`config.mk`:
```
export PLATFORM = sky130hd
export DESIGN_NAME = piho_epoch_sched
export DESIGN_NICKNAME = d
export VERILOG_FILES = /design/src/rtl/piho_epoch_sched.sv
export SDC_FILE = /design/constraint.sdc
export NUM_CORES = 1
export LEC_CHECK = 0
export BUFFER_PORTS_ARGS = -buffer_cell sky130_fd_sc_hd__clkbuf_2
export CAP_MARGIN = 20
export CORE_AREA = 2 2 400 402
export CTS_BUF_LIST = sky130_fd_sc_hd__clkbuf_16
export DETAILED_ROUTE_END_ITERATION = 8
export DIE_AREA = 0 0 402 404
export SYNTH_ARGS = -nofsm -noshare
export SYNTH_HDL_FRONTEND = slang
export SYNTH_SLANG_ARGS = --single-unit
```
`constraint.sdc`:
```
create_clock -name clk -period 22 [get_ports clk]
set_input_delay 2.2 -clock clk [delete_from_list [all_inputs] [get_ports clk]]
set_output_delay 2.2 -clock clk [all_outputs]
set_load 0.02 [all_outputs]
```
`src/rtl/piho_epoch_sched.sv`:
```
// Epoch scheduler for a ring of piho lattice units: seeds and resets the units, waits for
// completion, exchanges ring boundaries and accumulates post-warmup x2sum into one total.
module piho_epoch_sched #(
  parameter int unsigned NUNITS = 4,
  parameter int unsigned EPW    = 8
) (
  input  logic                 clk,
  input  logic                 rst,
  input  logic                 start,
  input  logic [EPW-1:0]       num_epochs,
  input  logic [EPW-1:0]       warmup_epochs,
  input  logic [15:0]          seed_base,
  input  logic [31:0]          timeout_cycles,
  output logic [NUNITS-1:0]    unit_rst,
  output logic [16*NUNITS-1:0] unit_seed1,
  output logic [14*NUNITS-1:0] unit_seed2,
  output logic [32*NUNITS-1:0] unit_before,
  output logic [32*NUNITS-1:0] unit_after,
  input  logic [NUNITS-1:0]    unit_finish,
  input  logic [32*NUNITS-1:0] unit_first,
  input  logic [32*NUNITS-1:0] unit_last,
  input  logic [64*NUNITS-1:0] unit_x2sum,
  output logic                 busy,
  output logic [EPW-1:0]       epoch,
  output logic                 result_valid,
  input  logic                 result_ready,
  output logic [63:0]          result_x2sum,
  output logic                 error
);

  localparam int unsigned IW = (NUNITS > 1) ? $clog2(NUNITS) : 1;

  typedef enum logic [3:0] {IDLE, SEED, PULSE, RUN, LATCH, ACC, NEXT, OUT, ERR} state_t;

  state_t                state, state_nx;
  logic [EPW-1:0]        cfg_num, cfg_warm, epoch_q;
  logic [15:0]           cfg_seed;
  logic [31:0]           cfg_tmo, run_cnt;
  logic [IW-1:0]         acc_idx;
  logic [63:0]           acc;
  logic [63:0]           xbuf [NUNITS];
  logic [16*NUNITS-1:0]  seed1_q;
  logic [14*NUNITS-1:0]  seed2_q;
  logic [32*NUNITS-1:0]  before_q, after_q;
  logic                  error_q;
  logic                  all_fin, tmo_hit, last_epoch, acc_en;

  function automatic logic [29:0] mk_seeds(input logic [15:0] base, input logic [7:0] ep,
                                           input logic [7:0] idx);
    logic [15:0] s;
    logic [13:0] t;
    logic [15:0] s1;
    logic [13:0] s2;
    s  = base ^ {ep, idx};
    t  = s[13:0] ^ {s[15:14], s[15:4]};
    s1 = (s == 16'h0000) ? 16'h0001 : s;
    s2 = (t == 14'h0000) ? 14'h0001 : t;
    return {s1, s2};
  endfunction

  // The first RUN cycle is masked so a finish level left over from the previous epoch
  // cannot be mistaken for completion.
  assign all_fin    = (&unit_finish) && (run_cnt != 32'd0);
  assign tmo_hit    = (cfg_tmo != 32'd0) && (run_cnt >= cfg_tmo - 32'd1);
  assign last_epoch = ((EPW+1)'(epoch_q) + (EPW+1)'(1)) == (EPW+1)'(cfg_num);
  assign acc_en     = (epoch_q >= cfg_warm);

  always_comb begin
    state_nx = state;
    case (state)
      IDLE:    if (start) state_nx = SEED;
      SEED:    state_nx = PULSE;
      PULSE:   state_nx = RUN;
      RUN: begin
        if (all_fin)      state_nx = LATCH;
        else if (tmo_hit) state_nx = ERR;
      end
      LATCH:   state_nx = ACC;
      ACC:     if (acc_idx == IW'(NUNITS - 1)) state_nx = NEXT;
      NEXT:    state_nx = last_epoch ? OUT : SEED;
      OUT:     if (result_ready) state_nx = IDLE;
      ERR:     state_nx = IDLE;
      default: state_nx = IDLE;
    endcase
  end

  always_ff @(posedge clk) begin
    if (rst) begin
      state    <= IDLE;
      cfg_num  <= '0;
      cfg_warm <= '0;
      cfg_seed <= '0;
      cfg_tmo  <= '0;
      epoch_q  <= '0;
      run_cnt  <= '0;
      acc_idx  <= '0;
      acc      <= '0;
      seed1_q  <= '0;
      seed2_q  <= '0;
      before_q <= '0;
      after_q  <= '0;
      error_q  <= 1'b0;
      for (int unsigned i = 0; i < NUNITS; i++) xbuf[i] <= '0;
    end else begin
      state <= state_nx;
      if (state_nx == ERR) error_q <= 1'b1;
      case (state)
        IDLE: if (start) begin
          cfg_num  <= (num_epochs == '0) ? EPW'(1) : num_epochs;
          cfg_warm <= warmup_epochs;
          cfg_seed <= seed_base;
          cfg_tmo  <= timeout_cycles;
          acc      <= '0;
          epoch_q  <= '0;
          error_q  <= 1'b0;
          before_q <= '0;
          after_q  <= '0;
        end
        SEED: begin
          for (int unsigned i = 0; i < NUNITS; i++)
            {seed1_q[16*i +: 16], seed2_q[14*i +: 14]} <= mk_seeds(cfg_seed, 8'(epoch_q), 8'(i));
        end
        PULSE: run_cnt <= '0;
        RUN:   run_cnt <= run_cnt + 32'd1;
        LATCH: begin
          acc_idx <= '0;
          for (int unsigned i = 0; i < NUNITS; i++) begin
            before_q[32*i +: 32] <= unit_last[32*((i + NUNITS - 1) % NUNITS) +: 32];
            after_q[32*i +: 32]  <= unit_first[32*((i + 1) % NUNITS) +: 32];
            xbuf[i]              <= unit_x2sum[64*i +: 64];
          end
        end
        ACC: begin
          if (acc_en) acc <= acc + xbuf[acc_idx];
          acc_idx <= acc_idx + IW'(1);
        end
        NEXT: if (!last_epoch) epoch_q <= epoch_q + EPW'(1);
        default: ;
      endcase
    end
  end

  assign unit_rst     = (rst || state == PULSE) ? '1 : '0;
  assign unit_seed1   = seed1_q;
  assign unit_seed2   = seed2_q;
  assign unit_before  = before_q;
  assign unit_after   = after_q;
  assign busy         = (state != IDLE);
  assign epoch        = epoch_q;
  assign result_valid = (state == OUT);
  assign result_x2sum = acc;
  assign error        = error_q;

endmodule

```
### Word level (Yosys, flattened, before mapping)

Memory sizes are Yosys's and may differ from the RTL's. A register that Yosys moved wholly into a read port is not among the register bits.
Index checks and enable logic that the tools add are counted.

* bits in registers: 551
* bits in latches: 0
* memory bits (writable): 256
* memory bits (read-only): 0
* input bits: 584
* output and inout bits: 455
* logic and storage cells: 116
* memories: 1

Memories
* xbuf: words 4, width 64, rd ports 1, clocked after memory_dff 1, wr ports 4, RTL line 41 `logic [63:0] xbuf [NUNITS];`

* $add $sub $neg: 6
* multiply operators: 0
* div/mod/pow operators: 0
* $lt $le $gt $ge: 2
* equal/unequal tests: 13
* shift operators: 0
* muxes and demuxes: 42
* bitwise logic cells: 12
* reduce and logical (&&, ||, !) cells: 26

Operator list (number)
* $pmux 128 s2: 2
* $mux 64: 6
* $mux 128: 1
* $pmux 64 s2: 1
* $add 64x64->64: 1
* $logic_not 16->1: 4
* $mux 16: 4
* $pmux 32 s2: 1
* $reduce_bool 32->1: 2
* $xor 16x16->16: 4
* $logic_not 14->1: 4
* $mux 14: 4
* $xor 14x14->14: 4
* $add 32x1->32 const B: 1
* $ge 32x32->1: 1
* $pmux 4 s8: 1
* $sub 32x1->32 const B: 1
* $mux 4: 6
* $mux 8: 3
* $eq 4x3->1 const B: 4
* $pmux 8 s2: 1
* $reduce_bool 2->1: 5
* $add 8x1->9 const B: 1
* $eq 9x8->1: 1
* 21 further kinds: 38

### Depth between registers and ports, before layout

Gate-level depths: netlist of the first run.

* word-level depth: 10
* mapped depth: 18
* gate-level depth less buffers: 18

### Worst setup path before layout of the first run

Ideal clock, no wire load.

* path type: reg2reg
* from: reg state[2]
* to: reg before_q[100] (netlist: unit_before[100])
* setup time: 0.117 ns
* arrival time: 21.887 ns
* path slack: -0.004 ns
* cell stages (with the launch flop): 8
* path buffers: 3
* clock period less this slack: 22.004 ns
* cells stage by stage: dfxtp_1 clkbuf_1 nand2_1 o31ai_1 nor2_1 clkbuf_1 clkbuf_1 a22o_1

* longest elaborated chain between the ends: 3
* elaborated cells on any way between the ends: 6
* classes of those cells: eq/ne (2); mux (1); reduce/logical (3)

RTL lines
* from (decl): RTL line 35 `state_t state, state_nx;`
* from (signal assigned): RTL line 105 `state <= state_nx;`
* $eq 4x3->1 / $logic_not 4->1 (equally long branches): RTL line 107 `case (state)`
* $reduce_bool 2->1 (no line) / $ne 2x2->1 (equally long branches)
* $reduce_and 2->1 (no line)
* to (signal, indexed assignment): RTL line 128 `before_q[32*i +: 32] <= unit_last[32*((i + NUNITS - 1) % NUNITS) +: 32];`
* to (decl): RTL line 44 `logic [32*NUNITS-1:0] before_q, after_q;`

Several ways; a longest one is shown, not always the timed one.
A chain may end at the register's enable or synchronous reset.

### Final worst setup path of the first run

* from: in rst
* to: out unit_rst[0]

* longest elaborated chain between the ends: 2

RTL lines
* from (decl): RTL line 8 `input logic rst,`
* $logic_or 1x1->1: RTL line 143 `assign unit_rst = (rst || state == PULSE) ? '1 : '0;`
* $mux 4: RTL line 143
* to (decl): RTL line 14 `output logic [NUNITS-1:0] unit_rst,`

Every way passes these cells.

==> flow_metrics.env, run 1 <==
export IMPL_tritoncts="built"
export IMPL_grt_antenna_before_repair=98
export IMPL_synth_edff_count=256
export IMPL_startpoint_class_of_the_critical_path="primary input"
export IMPL_crit_type="primary input to output port"
export IMPL_routed_wl_um=151000
export IMPL_drive_above_1_share_pct=30.8
export IMPL_die_h_um=404
export IMPL_htreeDepth=3
export IMPL_slew_headroom_pct=11.8
export IMPL_cap_viol_max_count=0
export IMPL_fp_dieArea_um2=162000
export IMPL_post_synth_cell_area_avg_um2=10.7
export IMPL_die_width_um=402
export IMPL_yosys_warnings=0
export IMPL_setup_repair_after_global_routing_missed_its_margin="no"
export IMPL_critical_path_max_fanout=82
export IMPL_numPortBuffers=1038
export IMPL_holdBufCountCts=0
export IMPL_period_needed_ns=6.24
export IMPL_post_cts_buffers=0
export IMPL_area_delta_synth_final_pct=30.0
export IMPL_power_static_leakage_nw=19.1
export IMPL_overflow=0
export IMPL_vias=29100
export IMPL_synth_top_flop_cell="sky130_fd_sc_hd__dfxtp_1"
export IMPL_setup_viol=0
export IMPL_async_reset_ff_share_pct=0
export IMPL_tightestPinTransition_ns=1.32
export IMPL_final_hold_viol_count=0
export IMPL_drcViolationCount=0
export IMPL_gr_usage_all_layers_pct=17.9
export IMPL_synthDistinctLibCells=74
export IMPL_worst_setup_path_end_kind="output port"
export IMPL_cts_resized=0
export IMPL_number_of_core_rows=146
export IMPL_synthesis_instances=3245
export IMPL_fin_nets=4887
export IMPL_area_of_the_core_um2=158000
export IMPL_synthTopCellsByArea="sky130_fd_sc_hd__dfxtp_1 32%, sky130_fd_sc_hd__edfxtp_1 22%, sky130_fd_sc_hd__a22o_1 6.5%"
export IMPL_hpwl_um=119000
export IMPL_synth_seq_area_share_pct=54.0
export IMPL_ir_drop_v=0.0000643
export IMPL_report_final_slew_viol_count=0
export IMPL_drt_first_pass_iters=5
export IMPL_pwr_density_cell_nw_per_um2=87.9
export IMPL_yosysTopAreaCell="sky130_fd_sc_hd__dfxtp_1"
export IMPL_finalPower_mw=3.97
export IMPL_synth_net_count=3939
export IMPL_clkLatencyLatePin_ns=0.73
export IMPL_timing_final_crit_share_pct=28.4
export IMPL_first_global_vias=28100
export IMPL_synth_top_cell_area_share_pct=31.9
export IMPL_fin_skew_ns=0.0325
export IMPL_largest_net_degree_at_the_start_of_global_routing=230
export IMPL_worst_ep_required_time_ns=19.80
export IMPL_number_of_register_bits_inferred_by_synthesis=809
export IMPL_cts_buffers_inserted=93
export IMPL_fillerInstances=16600
export IMPL_detailedRoute_firstIterationViolations=2126
export IMPL_worst_endpoint_arrival_ns=4.04
export IMPL_wire_per_inst_um=23.7
export IMPL_multi_input_area_um2=15100
export IMPL_clk_root_buffer_cell="sky130_fd_sc_hd__clkbuf_16"
export IMPL_setup_tns_ns=0
export IMPL_grt_first_pass_wirelength_um=208000
export IMPL_run_status="complete, no violations"
export IMPL_number_of_buffers_on_the_longest_clock_path=3
export IMPL_clkSlewWorstSetupHoldPaths_ns=0.06
export IMPL_antenna_violating_nets_left=0
export IMPL_place_congestion=0.920
export IMPL_seqCellArea_um2=18800
export IMPL_syn_area_um2=34800
export IMPL_fmax_mhz=160
export IMPL_detail_route_vias_per_cell=4.56
export IMPL_tritoncts_num_sinks=809
export IMPL_pin_count=1039
export IMPL_min_delay_path_class="flop to flop"
export IMPL_starting_density_pct=22.0
## power breakdown
group          internal, mW  switching [mW]  total, mW
Sequential             1.64          0.0654       1.70
Clock                 0.858           0.696       1.55
Combinational         0.241           0.479      0.720
## cell usage after synthesis, types with 40 or more instances
cell type                  count
sky130_fd_sc_hd__a21o_1       40
sky130_fd_sc_hd__a21oi_1     271
sky130_fd_sc_hd__a22o_1      258
sky130_fd_sc_hd__and2_1      269
sky130_fd_sc_hd__clkbuf_1    188
sky130_fd_sc_hd__dfxtp_1     553
sky130_fd_sc_hd__edfxtp_1    256
sky130_fd_sc_hd__ha_1        109
sky130_fd_sc_hd__inv_1        42
sky130_fd_sc_hd__mux4_2       64
sky130_fd_sc_hd__nand2_1     348
sky130_fd_sc_hd__nand3_1      71
sky130_fd_sc_hd__nor2_1      128
sky130_fd_sc_hd__nor3_1       43
sky130_fd_sc_hd__o21a_1       68
sky130_fd_sc_hd__o21ai_0      95
sky130_fd_sc_hd__xnor2_1      90
sky130_fd_sc_hd__xor2_1       44
## cell type report
type,instances,share of cell area [%]
Sequential cell,809,41.5
Multi-Input combinational cell,2176,33.3
Timing Repair Buffer,1071,12.1
Tap cell,2072,5.74
Clock buffer,95,5.26
Clock inverter,80,1.48
Inverter,42,0.349
Antenna cell,33,0.183
## placed cells by master, fill, tap and decap left out, drive strengths merged, types with 68 or more instances in the layout
cell and instances:
edfxtp 256, o21a 68, clkbuf 1132, and2 269, xnor2 90, a22o 258
dfxtp 553, inv 81, nand3 71, nand2 348, o21ai 101, a21oi 271
nor2 128, ha 109
## cell families after synthesis
group / share of synthesized area, %
AOI/OAI and AO/OA: 17.2
xor gates and xnor gates: 3.38
and+or+nand+nor: 14.4
DFF: 54.0
buffers and inverters: 2.88
muxes: 4.24
adders and majority gates: 3.98
## metal layers
layer | vias to the layer above | part of all wire (%) | global-route usage (%)
met5 | - | 0.053 | 0
met4 | 14 | 5.0 | 8.51
met3 | 335 | 8.1 | 5.51
met2 | 1121 | 52 | 33.0
met1 | 13900 | 35 | 18.3
li1 | 13700 | - | -
## critical path, stage by stage
cell and delay, ns:
sky130_fd_sc_hd__buf_6 0.49, sky130_fd_sc_hd__inv_1 0.62, sky130_fd_sc_hd__o31ai_1 0.21, sky130_fd_sc_hd__buf_4 0.27, sky130_fd_sc_hd__clkbuf_2 0.21
## state kept, by name, summed over array words and instances, names as in the netlist, named ones only
register and count:
acc_idx 2, cfg_num 8, cfg_seed 16, cfg_tmo 32, cfg_warm 8, epoch 8
error 1, result_x2sum 64, run_cnt 32, state 4, unit_after 128, unit_before 128
unit_seed1 64, unit_seed2 56, xbuf 256
## per-stage QoR
step / util [%] / cells / setup WS (ns) / hold slack [ns] / area [um2]
after floorplan: - / 3245 / 8.44 / 0.436 / 34800
after global placement: 26.6 / 6169 / 15.50 / 0.441 / 42000
after detailed placement: 26.6 / 6169 / 15.40 / 0.447 / 42000
after CTS: 28.6 / 6344 / 15.71 / 0.455 / 45100
after global routing: 28.6 / 6365 / 15.63 / 0.472 / 45200
final: 28.6 / 6378 / 15.76 / 0.454 / 45200
## path summary, 6_finish.rpt
kind / slack [ns] / end / depth (start not counted) / startpoint
max: 15.76 / unit_rst[0] / 5 / rst
min: 0.45 / unit_seed1[3] / 2 / unit_seed1[3]
max reg2reg: 16.28 / result_x2sum[63] / 13 / flop
min reg2reg: 0.45 / unit_seed1[3] / 2 / unit_seed1[3]
(Power assumes the default switching activity.)
==> run 2, diff against run 1 <==
clock period = 5.4 ns   (was 22 ns; I/O delays follow)
==> run 2 against run 1 <==
Utilization is 1.6 points higher. Hold slack got worse by 0.40 ns. Clock skew increased by 0.036 ns. Cell area rose by 5.6%. Critical path depth grew 8. First-iteration DRC count is 3.7% higher. Combinational power increased to 4.4 times the previous value. Sequential power rose to 4.1 times the previous value. Register-to-register slack got worse by 15 ns. Flip-flop and latch count unchanged. Sequential share of layout area down 2.2 points. Critical path type is now flop to flop. Largest cell class unchanged. Highest routed layer unchanged.
==> flow_metrics.env, run 2 (synthesis results as in run 1) <==
export IMPL_worst_endpoint_arrival_ns=5.14
export IMPL_tritoncts="built"
export IMPL_worst_setup_path_end_kind="flop"
export IMPL_timing_final_crit_share_pct=84.6
export IMPL_finalPower_mw=16.6
export IMPL_setup_tns_ns=0
export IMPL_fmax_mhz=219
export IMPL_area_of_the_core_um2=158000
export IMPL_clkLatencyLatePin_ns=0.71
export IMPL_startpoint_class_of_the_critical_path="flop"
export IMPL_clk_root_buffer_cell="sky130_fd_sc_hd__clkbuf_16"
export IMPL_pwr_density_cell_nw_per_um2=347
export IMPL_wire_per_inst_um=25.0
export IMPL_fp_dieArea_um2=162000
export IMPL_setup_viol=0
export IMPL_period_needed_ns=4.57
export IMPL_worst_ep_required_time_ns=5.97
export IMPL_layout_utilization_pct=30.2
export IMPL_cts_buffers_inserted=95
export IMPL_hpwl_um=133000
export IMPL_grt_first_pass_wirelength_um=227000
export IMPL_largest_net_degree_at_the_start_of_global_routing=187
export IMPL_slew_headroom_pct=29.0
export IMPL_htreeDepth=3
export IMPL_switching_share_pct=30.8
export IMPL_finalHoldWorstSlack_ns=0.0554
export IMPL_fin_nets=5119
export IMPL_combinationalPowerShare_pct=19.2
export IMPL_crit_type="flop to flop"
export IMPL_drive_above_1_share_pct=29.5
export IMPL_number_of_core_rows=146
export IMPL_detail_route_vias_per_cell=4.60
export IMPL_post_cts_buffers=0
export IMPL_starting_density_pct=22.0
export IMPL_vias=30500
export IMPL_clkSlewWorstSetupHoldPaths_ns=0.06
export IMPL_fillerInstances=16400
export IMPL_area_delta_synth_final_pct=37.2
export IMPL_drcViolationCount=0
export IMPL_place_congestion=0.909
export IMPL_power_net_switching_mw=5.11
export IMPL_mostFrequentLayoutCells="1037 x sky130_fd_sc_hd__clkbuf_2, 551 x sky130_fd_sc_hd__dfxtp_1, 346 x sky130_fd_sc_hd__nand2_1"
export IMPL_ir_drop_v=0.000239
export IMPL_power_static_leakage_nw=20.1
export IMPL_overflow=0
export IMPL_final_hold_viol_count=0
export IMPL_report_final_slew_viol_count=0
export IMPL_cap_viol_max_count=0
export IMPL_p_clk_share_pct=39.0
export IMPL_power_share_sequential_pct=41.8
export IMPL_number_of_buffers_on_the_longest_clock_path=3
export IMPL_grt_antenna_before_repair=150
export IMPL_critical_path_max_fanout=20
export IMPL_gr_usage_all_layers_pct=19.6
export IMPL_numPortBuffers=1038
export IMPL_run_status="complete, no violations"
export IMPL_detailedRoute_firstIterationViolations=2204
export IMPL_antenna_violating_nets_left=0
export IMPL_first_global_vias=30200
export IMPL_commonest_non_fill_non_tap_cell_in_the_layout="sky130_fd_sc_hd__clkbuf_2"
export IMPL_fin_skew_ns=0.0683
export IMPL_setup_repair_after_global_routing_missed_its_margin="no"
export IMPL_holdBufCountCts=221
export IMPL_flip_flop_count_of_the_largest_register_all_copies_and_words_added=256
export IMPL_pin_count=1039
export IMPL_routed_wl_um=166000
export IMPL_cts_resized=0
export IMPL_drt_first_pass_iters=5
export IMPL_die_width_um=402
export IMPL_internal_power_mw=11.5
export IMPL_regMostFlops="xbuf"
export IMPL_die_h_um=404
export IMPL_tightestPinTransition_ns=1.06
export IMPL_min_delay_path_class="primary input to flop"
export IMPL_tritoncts_num_sinks=809
run 2: cell types whose count changed in the layout (fill, tap and decap cells not counted), moves of 4 or more:
cell / change
sky130_fd_sc_hd__clkinv_2: +4
sky130_fd_sc_hd__buf_12: +6
sky130_fd_sc_hd__dlygate4sd3_1: +221
sky130_fd_sc_hd__clkinv_1: +5
sky130_fd_sc_hd__inv_2: -5
sky130_fd_sc_hd__buf_4: +4
sky130_fd_sc_hd__inv_6: -6
sky130_fd_sc_hd__diode_2: +21
run 2: power groups by stage:
stage          Clock [mW]  Sequential, mW  Combinational (mW)
6_report             6.46            6.93                3.18
3_5_place_dp            0            7.06                3.02
5_1_grt              6.84            6.97                3.44
3_3_place_gp            0            7.05                2.97
4_1_cts              6.62            6.93                3.20
2_1_floorplan           0            7.28                1.65
run 2: area by class of cell:
cell class / instances / area (um2) / area share, %
flip-flops and latches: 809 / 18800 / 39.3
clock buffers: 97 / 2430 / 5.09
well taps: 2072 / 2590 / 5.44
inverters: 42 / 160 / 0.336
repair buffers: 1301 / 7830 / 16.4
multi-input cells: 2176 / 15100 / 31.6
diodes: 54 / 135 / 0.283
clock inverters: 81 / 701 / 1.47
run 2: path summary, 6_finish.rpt:
kind / startpoint / endpoint / slack (ns) / cells past startpoint
setup reg to reg: flop / result_x2sum[62] / 0.83 / 13
setup / recovery: flop / result_x2sum[62] / 0.83 / 13
hold / removal: unit_last[115] / unit_before[19] / 0.06 / 2
hold reg to reg: unit_seed2[46] / unit_seed2[46] / 0.45 / 2
run 2: metal layers:
| metal | part of all wire, % | GRT usage, % | vias to the layer above |
|---|---|---|---|
| met1 | 32 | 18.7 | 14600 |
| met2 | 54 | 37.7 | 1244 |
| li1 | - | - | 14200 |
| met5 | 0.058 | 0 | - |
| met4 | 5.0 | 8.46 | 14 |
| met3 | 9.3 | 6.94 | 413 |
run 2: critical path: stages (launching register included):
cell,delay (ns)
sky130_fd_sc_hd__dfxtp_4,0.63
sky130_fd_sc_hd__mux4_2,0.57
sky130_fd_sc_hd__ha_1,0.22
sky130_fd_sc_hd__fa_1,0.43
sky130_fd_sc_hd__a21oi_1,0.17
sky130_fd_sc_hd__o21ai_0,0.14
sky130_fd_sc_hd__o2111ai_1,0.55
sky130_fd_sc_hd__a31oi_1,0.29
sky130_fd_sc_hd__nor4_1,0.59
sky130_fd_sc_hd__nor2_1,0.20
sky130_fd_sc_hd__a211oi_2,0.29
sky130_fd_sc_hd__a22oi_1,0.15
sky130_fd_sc_hd__xnor2_1,0.14
sky130_fd_sc_hd__o21ai_0,0.08
run 2: per-stage QoR:
step	cell area, um2	cells	setup slack (ns)
floorplan	34900	3245	-2.77
global placement	42200	6179	0.729
detailed placement	42200	6179	0.782
CTS	47600	6578	0.781
global route	47600	6607	0.445
finish	47700	6632	0.832
==> run 3, diff against run 2 <==
ABC_AREA = 1   (was not set)
CORE_AREA = 2 2 399 401   (was 2 2 400 402)
DIE_AREA = 0 0 401 403   (was 0 0 402 404)
clock period = 4.8 ns   (was 5.4 ns; I/O delays follow)
==> run 3 against run 2 <==
Clock skew fell by 0.0041 ns. Sequential share of layout area down 2.5 points. Utilization up 2.1 points. Total power grew 1.8%. Hold slack better by 0.0080 ns. Combinational power fell by 32%. Wire length is 4.0% higher. Via count up 27%. Critical path type unchanged.
==> flow_metrics.env, run 3 <==
export IMPL_syn_area_um2=39000
export IMPL_period_needed_ns=3.79
export IMPL_report_final_slew_viol_count=0
export IMPL_netlist_top_cells_count="868 x sky130_fd_sc_hd__nand2_1, 845 x sky130_fd_sc_hd__inv_1, 591 x sky130_fd_sc_hd__nor2_1"
export IMPL_largest_net_degree_at_the_start_of_global_routing=148
export IMPL_synth_top_flop_cell="sky130_fd_sc_hd__dfxtp_1"
export IMPL_wire_per_inst_um=20.5
export IMPL_setup_ws_ns=1.01
export IMPL_yosysTopAreaCell="sky130_fd_sc_hd__dfxtp_1"
export IMPL_combinationalPowerShare_pct=12.8
export IMPL_async_reset_ff_share_pct=0
export IMPL_synth_seq_area_share_pct=48.1
export IMPL_synthDistinctLibCells=56
export IMPL_fin_nets=6913
export IMPL_pin_count=1039
export IMPL_cts_buffers_inserted=95
export IMPL_clkSlewWorstSetupHoldPaths_ns=0.07
export IMPL_die_width_um=401
export IMPL_setup_viol=0
export IMPL_starting_density_pct=24.8
export IMPL_detailedRoute_firstIterationViolations=3484
export IMPL_routed_wl_um=172000
export IMPL_area_delta_synth_final_pct=30.6
export IMPL_first_global_vias=37000
export IMPL_commonest_non_fill_non_tap_cell_in_the_layout="sky130_fd_sc_hd__clkbuf_2"
export IMPL_setup_repair_after_global_routing_missed_its_margin="no"
export IMPL_tightestPinTransition_ns=1.06
export IMPL_number_of_core_rows=146
export IMPL_setup_tns_ns=0
export IMPL_switching_share_pct=28.4
export IMPL_synth_most_common_cell="sky130_fd_sc_hd__nand2_1"
export IMPL_mostFrequentLayoutCells="1037 x sky130_fd_sc_hd__clkbuf_2, 866 x sky130_fd_sc_hd__nand2_1, 855 x sky130_fd_sc_hd__inv_1"
export IMPL_ir_drop_v=0.000240
export IMPL_tritoncts="built"
export IMPL_synth_edff_count=256
export IMPL_power_net_switching_mw=4.79
export IMPL_cap_viol_max_count=0
export IMPL_hpwl_um=136000
export IMPL_htreeDepth=3
export IMPL_clk_root_buffer_cell="sky130_fd_sc_hd__clkbuf_16"
export IMPL_detail_route_vias_per_cell=4.63
export IMPL_clkLatencyLatePin_ns=0.71
export IMPL_fp_dieArea_um2=162000
export IMPL_drcViolationCount=0
export IMPL_startpoint_class_of_the_critical_path="flop"
export IMPL_synth_net_count=5814
export IMPL_worst_ep_required_time_ns=5.35
export IMPL_area_of_the_core_um2=157000
export IMPL_post_synth_cell_area_avg_um2=7.62
export IMPL_flip_flop_count_of_the_largest_register_all_copies_and_words_added=256
export IMPL_grt_antenna_before_repair=30
export IMPL_fin_skew_ns=0.0642
export IMPL_regMostFlops="xbuf"
export IMPL_number_of_buffers_on_the_longest_clock_path=3
export IMPL_numPortBuffers=1038
export IMPL_worst_setup_path_end_kind="flop"
export IMPL_synth_top_cell_area_share_pct=28.4
export IMPL_worst_hold_startpoint="unit_last[34]"
export IMPL_place_congestion=0.928
export IMPL_timing_final_crit_share_pct=78.9
export IMPL_grt_first_pass_wirelength_um=247000
export IMPL_slew_headroom_pct=29.5
export IMPL_antenna_violating_nets_left=0
export IMPL_power_static_leakage_nw=23.1
export IMPL_post_cts_buffers=0
export IMPL_overflow=0
export IMPL_vias=38800
export IMPL_drt_first_pass_iters=6
export IMPL_pwr_density_cell_nw_per_um2=331
export IMPL_yosys_warnings=0
export IMPL_min_delay_path_class="primary input to flop"
export IMPL_crit_type="flop to flop"
export IMPL_gr_usage_all_layers_pct=20.4
export IMPL_final_hold_viol_count=0
export IMPL_fmax_mhz=264
export IMPL_post_place_ws_ns=1.03
export IMPL_worst_endpoint_arrival_ns=4.34
export IMPL_layout_utilization_pct=32.3
export IMPL_p_clk_share_pct=42.8
export IMPL_die_h_um=403
export IMPL_run_status="complete, no violations"
export IMPL_synthesis_instances=5120
export IMPL_drive_above_1_share_pct=20.7
export IMPL_number_of_register_bits_inferred_by_synthesis=809
export IMPL_power_share_sequential_pct=44.4
export IMPL_internal_power_mw=12.1
export IMPL_critical_path_max_fanout=50
export IMPL_synthTopCellsByArea="sky130_fd_sc_hd__dfxtp_1 28%, sky130_fd_sc_hd__edfxtp_1 20%, sky130_fd_sc_hd__nand2_1 8.4%"
export IMPL_tritoncts_num_sinks=809
## run 3: metrics by stage
| stage | cells | power [mW] | area (um2) | hold WS (ns) |
|---|---|---|---|---|
| 4_1_cts | 8367 | 17.0 | 50900 | 0.00000872 |
| 2_1_floorplan | 5120 | 8.79 | 39000 | 0.433 |
| 5_1_grt | 8376 | 17.5 | 50900 | 0.0329 |
| 3_3_place_gp | 8019 | 9.63 | 46100 | 0.435 |
| 6_report | 8383 | 16.9 | 50900 | 0.0634 |
| 3_5_place_dp | 8019 | 9.66 | 46100 | 0.451 |
## run 3: worst paths after layout
check / slack, ns / cells after the start / endpoint
max reg2reg: 1.01 / 15 / result_x2sum[53]
min: 0.06 / 3 / unit_before[66]
max: 1.01 / 15 / result_x2sum[53]
min reg2reg: 0.46 / 2 / unit_seed1[30]
## run 3: logic make-up (layout without fill, tap and decap cells)
group                    after synthesis  count (layout)  share of synthesized area [%]
other                                  0              16                              0
flip-flops                           809             809                           48.1
AND/OR/NAND/NOR                     2036            2036                           22.4
AO/OA/AOI/OAI                        988             988                           13.1
XOR/XNOR                              70              70                           1.61
adder cells (fa/ha/maj)              110             110                           3.55
buffers and inverters               1107            2282                           11.2
## run 3: cell type report
type                            count  area, um2
Sequential cell                   809      18800
Timing Repair Buffer             1247       7320
Inverter                          862       3250
Fill cell                       16900     107000
Clock buffer                       96       2400
Antenna cell                       16       40.0
Clock inverter                     77        657
Tap cell                         2072       2590
Multi-Input combinational cell   3204      15900
## run 3: power by group through the flow
| stage | sequential, mW | combinational, mW | clock (mW) |
|---|---|---|---|
| floorplan | 7.71 | 1.08 | 0 |
| global placement | 7.62 | 2.01 | 0 |
| detailed placement | 7.63 | 2.03 | 0 |
| CTS | 7.48 | 2.17 | 7.39 |
| global route | 7.51 | 2.37 | 7.65 |
| finish | 7.48 | 2.16 | 7.22 |
## run 3: routing by layer
metal | vias to the layer above | global-route usage, % | wire (um)
met3 | 269 | 4.20 | 12100
met5 | - | 0 | 44
met2 | 1510 | 33.7 | 79900
met4 | 8 | 8.84 | 7530
li1 | 18700 | - | -
met1 | 18300 | 25.7 | 72700
## run 3: what timing repair did
| item | 4_1_cts | 5_1_grt |
|---|---|---|
| endpoints found under the setup margin | 0 | 0 |
| endpoints found under the hold margin | 175 | 0 |
| hold buffers | 175 | 0 |
| resized for setup | 0 | 0 |
## run 3: critical path, stage by stage (launching register included)
cell,delay (ns)
sky130_fd_sc_hd__dfxtp_4,0.36
sky130_fd_sc_hd__clkinv_2,0.41
sky130_fd_sc_hd__buf_12,0.36
sky130_fd_sc_hd__o21ai_0,0.19
sky130_fd_sc_hd__o22ai_1,0.15
sky130_fd_sc_hd__ha_1,0.40
sky130_fd_sc_hd__nand2_1,0.15
sky130_fd_sc_hd__nor2_1,0.31
sky130_fd_sc_hd__inv_1,0.06
sky130_fd_sc_hd__o21ai_0,0.36
sky130_fd_sc_hd__nand3b_1,0.41
sky130_fd_sc_hd__nand2_1,0.13
sky130_fd_sc_hd__nand3_1,0.09
sky130_fd_sc_hd__nand2_1,0.05
sky130_fd_sc_hd__nand3_1,0.07
sky130_fd_sc_hd__a21oi_1,0.08
